### src/rtl/load_store_unit.sv
`timescale 1ns/1ps
`default_nettype none
// ============================================================================
// Module      : load_store_unit
// Description : Single-beat data-memory access stage. Latches an ALU effective
//               address plus store data / funct3, screens for illegal and
//               misaligned accesses, runs one REQ/ACK memory transaction with
//               an optional timeout, and formats load data (lane extract and
//               sign/zero extension) or store data (lane replication and
//               byte strobes). Completion is a one-cycle DONE pulse.
// Revision    : 1.0 - initial release
// ============================================================================
module load_store_unit #(
    parameter int unsigned TIMEOUT_CYCLES = 255
) (
    input  logic        clk,
    input  logic        rst_n,
    input  logic        LSU_START_i,
    input  logic        LSU_WE_i,
    input  logic [2:0]  LSU_FUNCT3_i,
    input  logic [31:0] LSU_ADDR_i,
    input  logic [31:0] LSU_WDATA_i,
    output logic [31:0] LSU_RDATA_o,
    output logic        LSU_DONE_o,
    output logic        LSU_BUSY_o,
    output logic [1:0]  LSU_ERR_o,
    output logic        MEM_REQ_o,
    output logic        MEM_WE_o,
    output logic [31:0] MEM_ADDR_o,
    output logic [31:0] MEM_WDATA_o,
    output logic [3:0]  MEM_WSTRB_o,
    input  logic        MEM_ACK_i,
    input  logic [31:0] MEM_RDATA_i
);

    // Counter is wide enough to hold the limit itself; a zero limit disables it.
    localparam int unsigned CNT_W = (TIMEOUT_CYCLES == 0) ? 1 : $clog2(TIMEOUT_CYCLES + 1);
    localparam logic [CNT_W:0] c_TMO_LIMIT = (CNT_W + 1)'(TIMEOUT_CYCLES);
    localparam logic [CNT_W:0] c_CNT_ONE   = (CNT_W + 1)'(1);

    localparam logic [2:0] c_F3_B  = 3'b000;
    localparam logic [2:0] c_F3_H  = 3'b001;
    localparam logic [2:0] c_F3_W  = 3'b010;
    localparam logic [2:0] c_F3_BU = 3'b100;
    localparam logic [2:0] c_F3_HU = 3'b101;

    localparam logic [1:0] c_ERR_OK    = 2'b00;
    localparam logic [1:0] c_ERR_ALIGN = 2'b01;
    localparam logic [1:0] c_ERR_TMO   = 2'b10;
    localparam logic [1:0] c_ERR_ILL   = 2'b11;

    typedef enum logic [1:0] {
        ST_IDLE = 2'd0,
        ST_REQ  = 2'd1,
        ST_DONE = 2'd2
    } state_t;

    state_t           state_q, state_d;
    logic             we_q, we_d;
    logic [2:0]       funct3_q, funct3_d;
    logic [31:0]      addr_q, addr_d;
    logic [31:0]      wdata_q, wdata_d;
    logic [31:0]      rdata_q, rdata_d;
    logic [1:0]       err_q, err_d;
    logic [CNT_W-1:0] cnt_q, cnt_d;

    logic             w_illegal;
    logic             w_misaligned;
    logic [CNT_W:0]   w_cnt_next;
    logic             w_timeout;
    logic [15:0]      w_rd_lane;
    logic [31:0]      w_load_val;
    logic [3:0]       w_wstrb;
    logic [31:0]      w_wdata;
    logic             w_in_req;

    // Screen the incoming request: illegal encodings first, then alignment.
    always_comb begin
        w_illegal    = 1'b0;
        w_misaligned = 1'b0;
        if (LSU_WE_i) begin
            w_illegal = (LSU_FUNCT3_i > c_F3_W);
        end else begin
            w_illegal = !(LSU_FUNCT3_i inside {c_F3_B, c_F3_H, c_F3_W, c_F3_BU, c_F3_HU});
        end
        case (LSU_FUNCT3_i)
            c_F3_H, c_F3_HU: w_misaligned = LSU_ADDR_i[0];
            c_F3_W:          w_misaligned = |LSU_ADDR_i[1:0];
            default:         w_misaligned = 1'b0;
        endcase
    end

    assign w_cnt_next = {1'b0, cnt_q} + c_CNT_ONE;
    assign w_timeout  = (TIMEOUT_CYCLES != 0) && (w_cnt_next == c_TMO_LIMIT);
    assign w_in_req   = (state_q == ST_REQ);

    // Load formatting: shift the addressed lane down, then extend per funct3.
    always_comb begin
        w_rd_lane = 16'(MEM_RDATA_i >> {addr_q[1:0], 3'b000});
        case (funct3_q)
            c_F3_B:  w_load_val = {{24{w_rd_lane[7]}}, w_rd_lane[7:0]};
            c_F3_BU: w_load_val = {24'd0, w_rd_lane[7:0]};
            c_F3_H:  w_load_val = {{16{w_rd_lane[15]}}, w_rd_lane};
            c_F3_HU: w_load_val = {16'd0, w_rd_lane};
            default: w_load_val = MEM_RDATA_i;
        endcase
    end

    // Store formatting: replicate the low bytes into every lane, strobe the target.
    always_comb begin
        case (funct3_q)
            c_F3_B: begin
                w_wstrb = 4'b0001 << addr_q[1:0];
                w_wdata = {4{wdata_q[7:0]}};
            end
            c_F3_H: begin
                w_wstrb = 4'b0011 << {addr_q[1], 1'b0};
                w_wdata = {2{wdata_q[15:0]}};
            end
            default: begin
                w_wstrb = 4'b1111;
                w_wdata = wdata_q;
            end
        endcase
    end

    // Next-state and datapath update for the IDLE -> REQ -> DONE sequence.
    always_comb begin
        state_d  = state_q;
        we_d     = we_q;
        funct3_d = funct3_q;
        addr_d   = addr_q;
        wdata_d  = wdata_q;
        rdata_d  = rdata_q;
        err_d    = err_q;
        cnt_d    = cnt_q;
        case (state_q)
            ST_IDLE: begin
                if (LSU_START_i) begin
                    we_d     = LSU_WE_i;
                    funct3_d = LSU_FUNCT3_i;
                    addr_d   = LSU_ADDR_i;
                    wdata_d  = LSU_WDATA_i;
                    rdata_d  = 32'd0;
                    cnt_d    = '0;
                    if (w_illegal) begin
                        err_d   = c_ERR_ILL;
                        state_d = ST_DONE;
                    end else if (w_misaligned) begin
                        err_d   = c_ERR_ALIGN;
                        state_d = ST_DONE;
                    end else begin
                        err_d   = c_ERR_OK;
                        state_d = ST_REQ;
                    end
                end
            end
            ST_REQ: begin
                // An ack on the limit cycle still completes normally.
                if (MEM_ACK_i) begin
                    if (!we_q) begin
                        rdata_d = w_load_val;
                    end
                    state_d = ST_DONE;
                end else if (w_timeout) begin
                    err_d   = c_ERR_TMO;
                    state_d = ST_DONE;
                end else begin
                    cnt_d = w_cnt_next[CNT_W-1:0];
                end
            end
            ST_DONE: state_d = ST_IDLE;
            default: state_d = ST_IDLE;
        endcase
    end

    // State and latched-request registers.
    always_ff @(posedge clk or negedge rst_n) begin
        if (!rst_n) begin
            state_q  <= ST_IDLE;
            we_q     <= 1'b0;
            funct3_q <= 3'd0;
            addr_q   <= 32'd0;
            wdata_q  <= 32'd0;
            rdata_q  <= 32'd0;
            err_q    <= 2'd0;
            cnt_q    <= '0;
        end else begin
            state_q  <= state_d;
            we_q     <= we_d;
            funct3_q <= funct3_d;
            addr_q   <= addr_d;
            wdata_q  <= wdata_d;
            rdata_q  <= rdata_d;
            err_q    <= err_d;
            cnt_q    <= cnt_d;
        end
    end

    assign LSU_RDATA_o = rdata_q;
    assign LSU_ERR_o   = err_q;
    assign LSU_DONE_o  = (state_q == ST_DONE);
    assign LSU_BUSY_o  = (state_q != ST_IDLE);

    // Memory-side outputs are driven only while a request is outstanding.
    assign MEM_REQ_o   = w_in_req;
    assign MEM_WE_o    = w_in_req & we_q;
    assign MEM_ADDR_o  = w_in_req ? {addr_q[31:2], 2'b00} : 32'd0;
    assign MEM_WDATA_o = (w_in_req & we_q) ? w_wdata : 32'd0;
    assign MEM_WSTRB_o = (w_in_req & we_q) ? w_wstrb : 4'd0;

endmodule
`default_nettype wire
### config.mk
export PLATFORM = sky130hd
export DESIGN_NAME = load_store_unit
export DESIGN_NICKNAME = d
export VERILOG_FILES = /design/src/rtl/load_store_unit.sv
export SDC_FILE = /design/constraint.sdc
export NUM_CORES = 1
export LEC_CHECK = 0
export BUFFER_PORTS_ARGS = -buffer_cell sky130_fd_sc_hd__buf_2
export CORE_ASPECT_RATIO = 2
export CORE_MARGIN = 2
export CORE_UTILIZATION = 34
export DETAILED_ROUTE_END_ITERATION = 6
export PLACE_DENSITY = 0.55
export SYNTH_ARGS = -nofsm -noshare
export SYNTH_HDL_FRONTEND = slang
export SYNTH_SLANG_ARGS = --single-unit
### constraint.sdc
create_clock -name clk -period 4 [get_ports clk]
set_input_delay 0.2 -clock clk [delete_from_list [all_inputs] [get_ports clk]]
set_output_delay 0.2 -clock clk [all_outputs]
set_load 0.005 [all_outputs]
==> results_dict.tcl, run 1 <==
set metrics [dict create \
    viasPerCell 5.27 \
    core_area_um2 16700 \
    grt_start_max_net_pins 62 \
    slew_violations 0 \
    place_inst 941 \
    fmax_mhz 374 \
    layout-drive-gt1-share_pct 40.7 \
    dp.final_hpwl_um 12900 \
    syn_avg_cell_area_um2 10.3 \
    cts_made_buffers 9 \
    critPathMaxFanout 14 \
    routedWlPerCell_um 18.0 \
    h-tree-depth 3 \
    crit_path_start_kind "flip-flop" \
    yosys_warnings 0 \
    fin_area_um2 7270 \
    ys_seq_elements 112 \
    clk_latency_ns 0.36 \
    nNetsFinal 852 \
    finalClockSkew_ns 0.00752 \
    clk_path_buf_depth 2 \
    setup_viol 0 \
    power_mw 4.70 \
    worst_pin_slew_ns 1.00 \
    max-slew-margin-rel_pct 33.3 \
    critPathKind "flip-flop to output port" \
    io_buffers 207 \
    synth_top_area_share_pct 48.7 \
    critical_path_arrival_ns 2.47 \
    synthTopCellsByArea "dfrtp_1 49%, mux2_2 13%, mux2i_1 4.5%" \
    n_fill_cell 1652 \
    p_seq_share_pct 42.2 \
    die-area_um2 18000 \
    status "finished clean" \
    die_w_um 96.0 \
    fin_cells 958 \
    crit_path_end_kind "output port" \
    overflow 0 \
    grt_pass1_wl_um 27300 \
    clk_transition_reported_paths_ns 0.08 \
    rsz0062_at_grt "no" \
    power.density_nw_per_um2 647 \
    p_clk_share_pct 19.4 \
    period_needed_ns 2.67 \
    cts_tree "yes" \
    gp_congestion 0.805 \
    place_area_um2 6970 \
    wl_um 17300 \
    die_h_um 188 \
    drc 0 \
    area_growth_pct 26.4 \
    grt_use_total_pct 19.7 \
    ys_seq_area_share_pct 48.7 \
    max_cap_viol_count 0 \
    post-route-period-util_pct 66.9 \
    num_rows 67 \
    first_iter_violations 133 \
    synth_top_area_cell "dfrtp_1" \
    intPower_mw 2.93 \
    ios 210 \
    peakVddDrop_mv 0.288 \
    dr.pass1.iters 4 \
    postCtsResizedCells 0 \
    root_buffer "clkbuf_16" \
    min_path_type "primary input to flip-flop" \
    p_switching_mw 1.77 \
    synth_flop_cell "dfrtp_1" \
    swShare_pct 37.6 \
    utilization_pct 43.6 \
    num_vias 5048 \
    setup_tns_ns 0 \
    comb_power_share_pct 38.4 \
    synthesis.area_um2 5750 \
    cts.sink_count 112 \
    synth_cell_types 42 \
    synth_edf_count 0 \
    antenna_found_initial 1 \
    grt_pass1_vias 5313 \
    p_leak_nw 3.63 \
    async_reset_ff_share_pct 100 \
    drt.antenna.violating_nets 0 \
    critPathRequiredTime_ns 3.80 \
    netlist_instances 559 \
    final-hold-violation-count 0 \
    start_util_pct 34.5 \
]
## worst paths after layout
path / start / end / slack, ns / depth (start not counted)
setup / recovery: funct3_q[1]$_DFFE_PN0P_ / MEM_WDATA_o[9] / 1.33 / 5
max in group asynchronous: rst_n / wdata_q[9]$_DFFE_PN0P_ / 2.60 / 3
setup reg to reg: cnt_q[1]$_DFFE_PN0P_ / cnt_q[3]$_DFFE_PN0P_ / 1.50 / 6
hold / removal: LSU_WDATA_i[29] / wdata_q[29]$_DFFE_PN0P_ / 0.07 / 2
min in group asynchronous: rst_n / addr_q[22]$_DFFE_PN0P_ / 0.28 / 2
hold reg to reg: LSU_RDATA_o[5]$_DFFE_PN0P_ / LSU_RDATA_o[5]$_DFFE_PN0P_ / 0.48 / 2
## state kept, by name (all words and copies together) (netlist names)
signal	cells
LSU_RDATA_o	32
addr_q	32
wdata_q	32
cnt_q	8
funct3_q	3
LSU_ERR_o	2
state_q	2
we_q	1
## kinds of logic after synthesis
family                   synth area share [%]
AO/OA/AOI/OAI                            14.4
XOR/XNOR                                0.305
adder cells (fa/ha/maj)                 0.435
buffers and inverters                    3.50
flip-flops                               48.7
multiplexers                             17.6
other                                  0.0652
AND/OR/NAND/NOR                          14.9
## stage by stage
step	setup slack, ns	hold slack [ns]
floorplan	1.76	-0.0956
global placement	1.57	0.109
detailed placement	1.50	0.118
CTS	1.31	0.0580
global route	1.17	0.0589
finish	1.33	0.0677
## area by class of cell
type                            count  area, um2  share of cell area, %
Multi-Input combinational cell    399       2760                   38.0
Timing Repair Buffer              217       1130                   15.5
Tap cell                          207        259                   3.56
Clock inverter                      4       55.1                  0.758
Sequential cell                   112       2800                   38.6
Inverter                            7       26.3                  0.362
Clock buffer                       11        233                   3.20
Antenna cell                        1       2.50                 0.0344
## critical path, cell delays in order, from the launching register on
cell and delay (ns):
dfrtp_1 0.55, or2_2 0.49, nor2_1 0.55, nand2_1 0.13, a21oi_1 0.22, buf_2 0.17
## layout by cell type, fill, tap and decap left out, drive strengths merged, types with 6 or more instances in the layout
master,synthesis,routed
a211oi,8,8
nor3,6,6
buf,15,216
clkbuf,27,11
a221o,21,21
o221ai,7,7
o21ai,23,23
and3,10,10
mux2,67,67
mux2i,26,26
dfrtp,112,112
inv,7,8
and2,32,32
o31ai,9,9
nand2,68,68
a21oi,39,39
nor2,43,43
## synth_stat cells (2+ instances only)
cell type	number
o21ai_0	23
o31ai_1	9
or2_2	3
nand2_1	68
and2_1	32
nor4_1	3
a221o_1	21
buf_1	5
clkbuf_1	27
nand3_1	4
dfrtp_1	112
mux2_2	67
nor3_1	6
a211oi_1	8
nand3b_1	2
buf_2	8
a21o_1	3
a21oi_1	39
inv_1	7
ha_1	2
o221ai_1	7
xnor2_1	2
buf_4	2
nor2b_1	3
and3_1	10
mux2i_1	26
nand2b_1	4
nor2_1	42
## power by group through the flow
stage	sequential [mW]	combinational, mW	clock (mW)
after global placement	1.98	1.77	0
after floorplan	1.81	1.32	0
after detailed placement	2.01	1.82	0
after CTS	1.99	1.82	0.941
final	1.99	1.80	0.911
after global routing	2.07	2.00	0.987
## layer usage
metal / part of all wire [%] / vias up / track usage, %
met1: 36 / 2477 / 20.9
met4: 4.1 / 0 / 9.78
met2: 54 / 178 / 35.0
met5: 0 / - / 0
li1: - / 2352 / -
met3: 6.0 / 41 / 4.78
## timing repair
item / 4_1_cts / 5_1_grt
hold buffers: 1 / 0
endpoints found under the hold margin: 22 / 0
setup buffers: 0 / 0
Note: power is estimated with default switching activity, not from simulation.
==> inputs of run 2 (changes only) <==
- clock period: 4 -> 2.6 ns (I/O delays scaled with it)
==> results_dict.tcl, run 2 (synthesized netlist as in run 1, its figures left out) <==
set metrics [dict create \
    hold_end "wdata_q[10]$_DFFE_PN0P_" \
    n_fill_cell 1666 \
    dr.pass1.iters 4 \
    num_rows 67 \
    overflow 0 \
    die-area_um2 18000 \
    grt_use_total_pct 19.6 \
    wl_um 17600 \
    critPathMaxFanout 10 \
    finalClockSkew_ns 0.00779 \
    setup_viol 0 \
    dr_wl_met3_um 1030 \
    setup_tns_ns 0 \
    p_switching_mw 2.75 \
    peakVddDrop_mv 0.481 \
    holdBufCountCts 16 \
    antenna_found_initial 2 \
    min_from "LSU_WDATA_i[10]" \
    pre_cts_ws_ns 0.283 \
    layout_common_cells "206 x buf_2, 112 x dfrtp_1, 68 x nand2_1" \
    final-hold-violation-count 0 \
    cpPeakStageDelay_ns 0.42 \
    p_seq_share_pct 39.9 \
    num_vias 5150 \
    final_common_cell "buf_2" \
    cpLargestDelayFamily "compound AO/OA/AOI/OAI gates" \
    drt.antenna.violating_nets 0 \
    crit_chain "ha_1 > nand3_1 > o21ai_0 > a2111oi_4 > buf_4 > a21o_2 > a221o_1" \
    reg2reg_slack_ns 0.25 \
    root_buffer "clkbuf_16" \
    critPathBufInv 1 \
    layout-drive-gt1-share_pct 40.6 \
    ios 210 \
    wirelength_met1_um 6340 \
    area_growth_pct 30.7 \
    start_util_pct 34.5 \
    io_buffers 207 \
    rsz0062_at_grt "no" \
    crit_path_start_kind "flip-flop" \
    worst_path_max_delay_cell "dfrtp_1" \
    fmax_mhz 425 \
    fin_ws_ns 0.247 \
    fin_cells 983 \
    critical_path_arrival_ns 2.59 \
    min_path_type "primary input to flip-flop" \
    slew_violations 0 \
    nNetsFinal 876 \
    critPathRequiredTime_ns 2.84 \
    period_needed_ns 2.35 \
    die_h_um 188 \
    r2r-end "cnt_q[4]$_DFFE_PN0P_" \
    viasPerCell 5.24 \
    core_area_um2 16700 \
    grt_pass1_vias 5348 \
    p_leak_nw 3.75 \
    crit_path_end_kind "flip-flop" \
    worst_pin_slew_ns 0.544 \
    place_inst 949 \
    clk_transition_reported_paths_ns 0.08 \
    routedWlPerCell_um 17.9 \
    die_w_um 96.0 \
    cts.sink_count 112 \
    clk_path_buf_depth 2 \
    dp.final_hpwl_um 13100 \
    cts_tree "yes" \
    h-tree-depth 3 \
    rr_startpoint "cnt_q[0]$_DFFE_PN0P_" \
    postCtsResizedCells 0 \
    dr_wl_met2_um 9630 \
    swShare_pct 37.3 \
    cts_made_buffers 9 \
    status "finished clean" \
    first_iter_violations 263 \
    comb_power_share_pct 40.5 \
    drc 0 \
    p_clk_share_pct 19.7 \
    max-slew-margin-rel_pct 63.7 \
    routed.top_layer "met4" \
    critPathKind "flip-flop to flip-flop" \
    power_mw 7.37 \
    intPower_mw 4.62 \
    holdPathStages 2 \
    cts_setup_buffers 0 \
    grt_pass1_wl_um 27200 \
    clk_latency_ns 0.35 \
    gp_congestion 0.820 \
    max_cap_viol_count 0 \
    power.density_nw_per_um2 981 \
    grt_start_max_net_pins 90 \
    post-route-period-util_pct 90.5 \
    rr_worst_depth 7 \
]
-- run 2: cell count changes in the layout (fill, tap and decap cells not counted) --
| cell | change |
|---|---|
| clkbuf_1 | -1 |
| clkinv_4 | +1 |
| dlygate4sd3_1 | +16 |
| buf_12 | +1 |
| buf_4 | +7 |
| clkbuf_8 | +1 |
-- run 2: metrics by stage --
stage | instance area, um2 | hold slack [ns] | utilization (%)
after floorplan | 5750 | -0.166 | -
after global placement | 7040 | 0.0478 | 42.2
after detailed placement | 7040 | 0.0591 | 42.2
after CTS | 7510 | 0.000928 | 45.0
after global routing | 7520 | 0.00137 | 45.1
final | 7520 | 0.00999 | 45.1
-- run 2: worst max path at each step --
stage | from | to | slack, ns | depth (start not counted)
after global routing | cnt_q[0]$_DFFE_PN0P_ | cnt_q[4]$_DFFE_PN0P_ | 0.08 | 7
after floorplan | cnt_q[0]$_DFFE_PN0P_ | cnt_q[2]$_DFFE_PN0P_ | 0.36 | 6
after CTS | cnt_q[0]$_DFFE_PN0P_ | cnt_q[2]$_DFFE_PN0P_ | 0.27 | 7
after global placement | cnt_q[0]$_DFFE_PN0P_ | cnt_q[2]$_DFFE_PN0P_ | 0.38 | 7
after detailed placement | cnt_q[0]$_DFFE_PN0P_ | cnt_q[2]$_DFFE_PN0P_ | 0.28 | 7
final | cnt_q[0]$_DFFE_PN0P_ | cnt_q[4]$_DFFE_PN0P_ | 0.25 | 7
-- run 2: worst reg2reg max path: cells and delay by family, from the launching register on --
kind | cells | cell delay, ns
AOI/OAI and AO/OA | 4 | 1.21
DFF | 1 | 0.42
adders and majority gates | 1 | 0.26
buffers and inverters | 1 | 0.21
and+or+nand+nor | 1 | 0.15
-- run 2: area by class of cell --
class | instances | area (um2) | share of cell area [%]
multi-input cells | 399 | 2760 | 36.7
flip-flops and latches | 112 | 2800 | 37.3
inverters | 7 | 26.3 | 0.349
well taps | 207 | 259 | 3.44
diodes | 1 | 2.50 | 0.0333
repair buffers | 241 | 1360 | 18.1
clock buffers | 11 | 243 | 3.23
clock inverters | 5 | 63.8 | 0.849
-- run 2: metal layers --
layer	up-vias	track usage, %
met4	0	8.46
met1	2521	20.5
met5	-	0
met3	32	4.14
met2	187	36.3
li1	2410	-
-- run 2: power by group through the flow --
stage / clock network (mW) / logic (mW) / registers, mW
after floorplan: 0 / 2.03 / 2.78
after global placement: 0 / 2.93 / 2.94
after detailed placement: 0 / 3.00 / 2.98
after CTS: 1.48 / 3.03 / 2.95
after global routing: 1.56 / 3.30 / 3.05
final: 1.45 / 2.98 / 2.94
==> inputs of run 3 (changes only) <==
- PLACE_DENSITY: 0.55 -> 0.58
==> results_dict.tcl, run 3 (synthesized netlist as in run 1, its figures left out) <==
set metrics [dict create \
    pre_cts_ws_ns 0.0603 \
    dr.pass1.iters 4 \
    drt.antenna.violating_nets 0 \
    place_area_um2 7020 \
    critPathKind "flip-flop to flip-flop" \
    slew_violations 0 \
    setup_tns_ns 0 \
    h-tree-depth 3 \
    drc 0 \
    grt_pass1_wl_um 27800 \
    fin_area_um2 7410 \
    fin_ws_ns 0.262 \
    die_h_um 188 \
    critical_path_arrival_ns 2.57 \
    status "finished clean" \
    finalClockSkew_ns 0.00995 \
    clk_latency_ns 0.36 \
    grt_use_total_pct 19.9 \
    cts_made_buffers 9 \
    start_util_pct 34.5 \
    nNetsFinal 870 \
    crit_path_start_kind "flip-flop" \
    die_w_um 96.0 \
    viasPerCell 5.22 \
    peakVddDrop_mv 0.449 \
    period_needed_ns 2.34 \
    wl_um 17200 \
    core_area_um2 16700 \
    final-hold-violation-count 0 \
    rr_worst_depth 7 \
    max_cap_viol_count 0 \
    dp.final_hpwl_um 13100 \
    rsz0062_at_grt "no" \
    power.density_nw_per_um2 973 \
    crit_path_end_kind "flip-flop" \
    clk_transition_reported_paths_ns 0.08 \
    io_buffers 207 \
    post-route-period-util_pct 89.9 \
    overflow 0 \
    layout-drive-gt1-share_pct 41.0 \
    gp_congestion 0.815 \
    routedWlPerCell_um 17.6 \
    die-area_um2 18000 \
    hold-worst-slack_ns 0.0102 \
    min_path_type "primary input to flip-flop" \
    postCtsResizedCells 0 \
    cts.sink_count 112 \
    num_vias 5115 \
    fmax_mhz 428 \
    grt_pass1_vias 5553 \
    layout_common_cells "206 x buf_2, 112 x dfrtp_1, 68 x nand2_1" \
    final_common_cell "buf_2" \
    grt_start_max_net_pins 63 \
    root_buffer "clkbuf_16" \
    max-slew-margin-rel_pct 53.9 \
    critPathRequiredTime_ns 2.83 \
    first_iter_violations 207 \
    num_rows 67 \
    holdPathStages 2 \
    p_leak_nw 3.71 \
    utilization_pct 44.4 \
    clk_path_buf_depth 2 \
    antenna_found_initial 5 \
    worst_pin_slew_ns 0.692 \
    area_growth_pct 28.9 \
    cts_tree "yes" \
    ios 210 \
    setup_viol 0 \
    critPathMaxFanout 9 \
]
==> run 3: changes by cell type in the layout (fill, tap and decap cells not counted), sizes merged <==
| cell | before | now |
|---|---|---|
| bufinv | 1 | 0 |
| clkinv | 2 | 3 |
| inv | 8 | 7 |
| dlygate4sd3 | 17 | 10 |
| buf | 224 | 225 |
| diode | 1 | 4 |
| clkinvlp | 1 | 2 |
==> run 3: area by class of cell <==
cell class / count / area [um2]
diodes: 4 / 10.0
clock buffers: 11 / 233
clock inverters: 5 / 33.8
fillers: 1674 / 9270
inverters: 7 / 26.3
multi-input cells: 399 / 2760
flip-flops and latches: 112 / 2800
well taps: 207 / 259
repair buffers: 235 / 1290
==> run 3: report_power, final <==
| group | internal (mW) | switching, mW |
|---|---|---|
| Combinational | 1.40 | 1.57 |
| Clock | 0.651 | 0.645 |
| Sequential | 2.43 | 0.519 |
==> run 3: metrics by stage <==
step	power [mW]	cells
final	7.21	980
after global placement	5.84	948
after global routing	7.77	980
after detailed placement	5.97	948
after floorplan	4.81	560
after CTS	7.28	974
==> run 3: final timing paths <==
kind	slack [ns]	to	start
max	0.26	cnt_q[2]$_DFFE_PN0P_	cnt_q[1]$_DFFE_PN0P_
min	0.01	wdata_q[17]$_DFFE_PN0P_	LSU_WDATA_i[17]
max reg2reg	0.26	cnt_q[2]$_DFFE_PN0P_	cnt_q[1]$_DFFE_PN0P_
min reg2reg	0.48	LSU_RDATA_o[4]$_DFFE_PN0P_	LSU_RDATA_o[4]$_DFFE_PN0P_
max in group asynchronous	1.46	addr_q[13]$_DFFE_PN0P_	rst_n
min in group asynchronous	0.34	LSU_RDATA_o[24]$_DFFE_PN0P_	rst_n
==> run 3: critical path, stage by stage, from the launching register on <==
cell and delay, ns:
dfrtp_1 0.42, ha_1 0.26, nand3_1 0.14, or3_4 0.37, a2111oi_4 0.34, buf_4 0.23, nor2_4 0.07, a221o_1 0.38
==> run 3: layer usage <==
metal	GRT usage [%]	vias up	part of all wire (%)
li1	-	2399	-
met1	20.4	2476	35
met2	35.9	193	54
met3	4.10	45	6.1
met4	11.4	2	4.7
met5	0	-	0.076
==> run 3: repair_timing <==
action                                  CTS  global route
setup buffers                             0             2
hold buffers                             10             0
hold endpoints to repair                 59             0
endpoints found under the setup margin    0             6
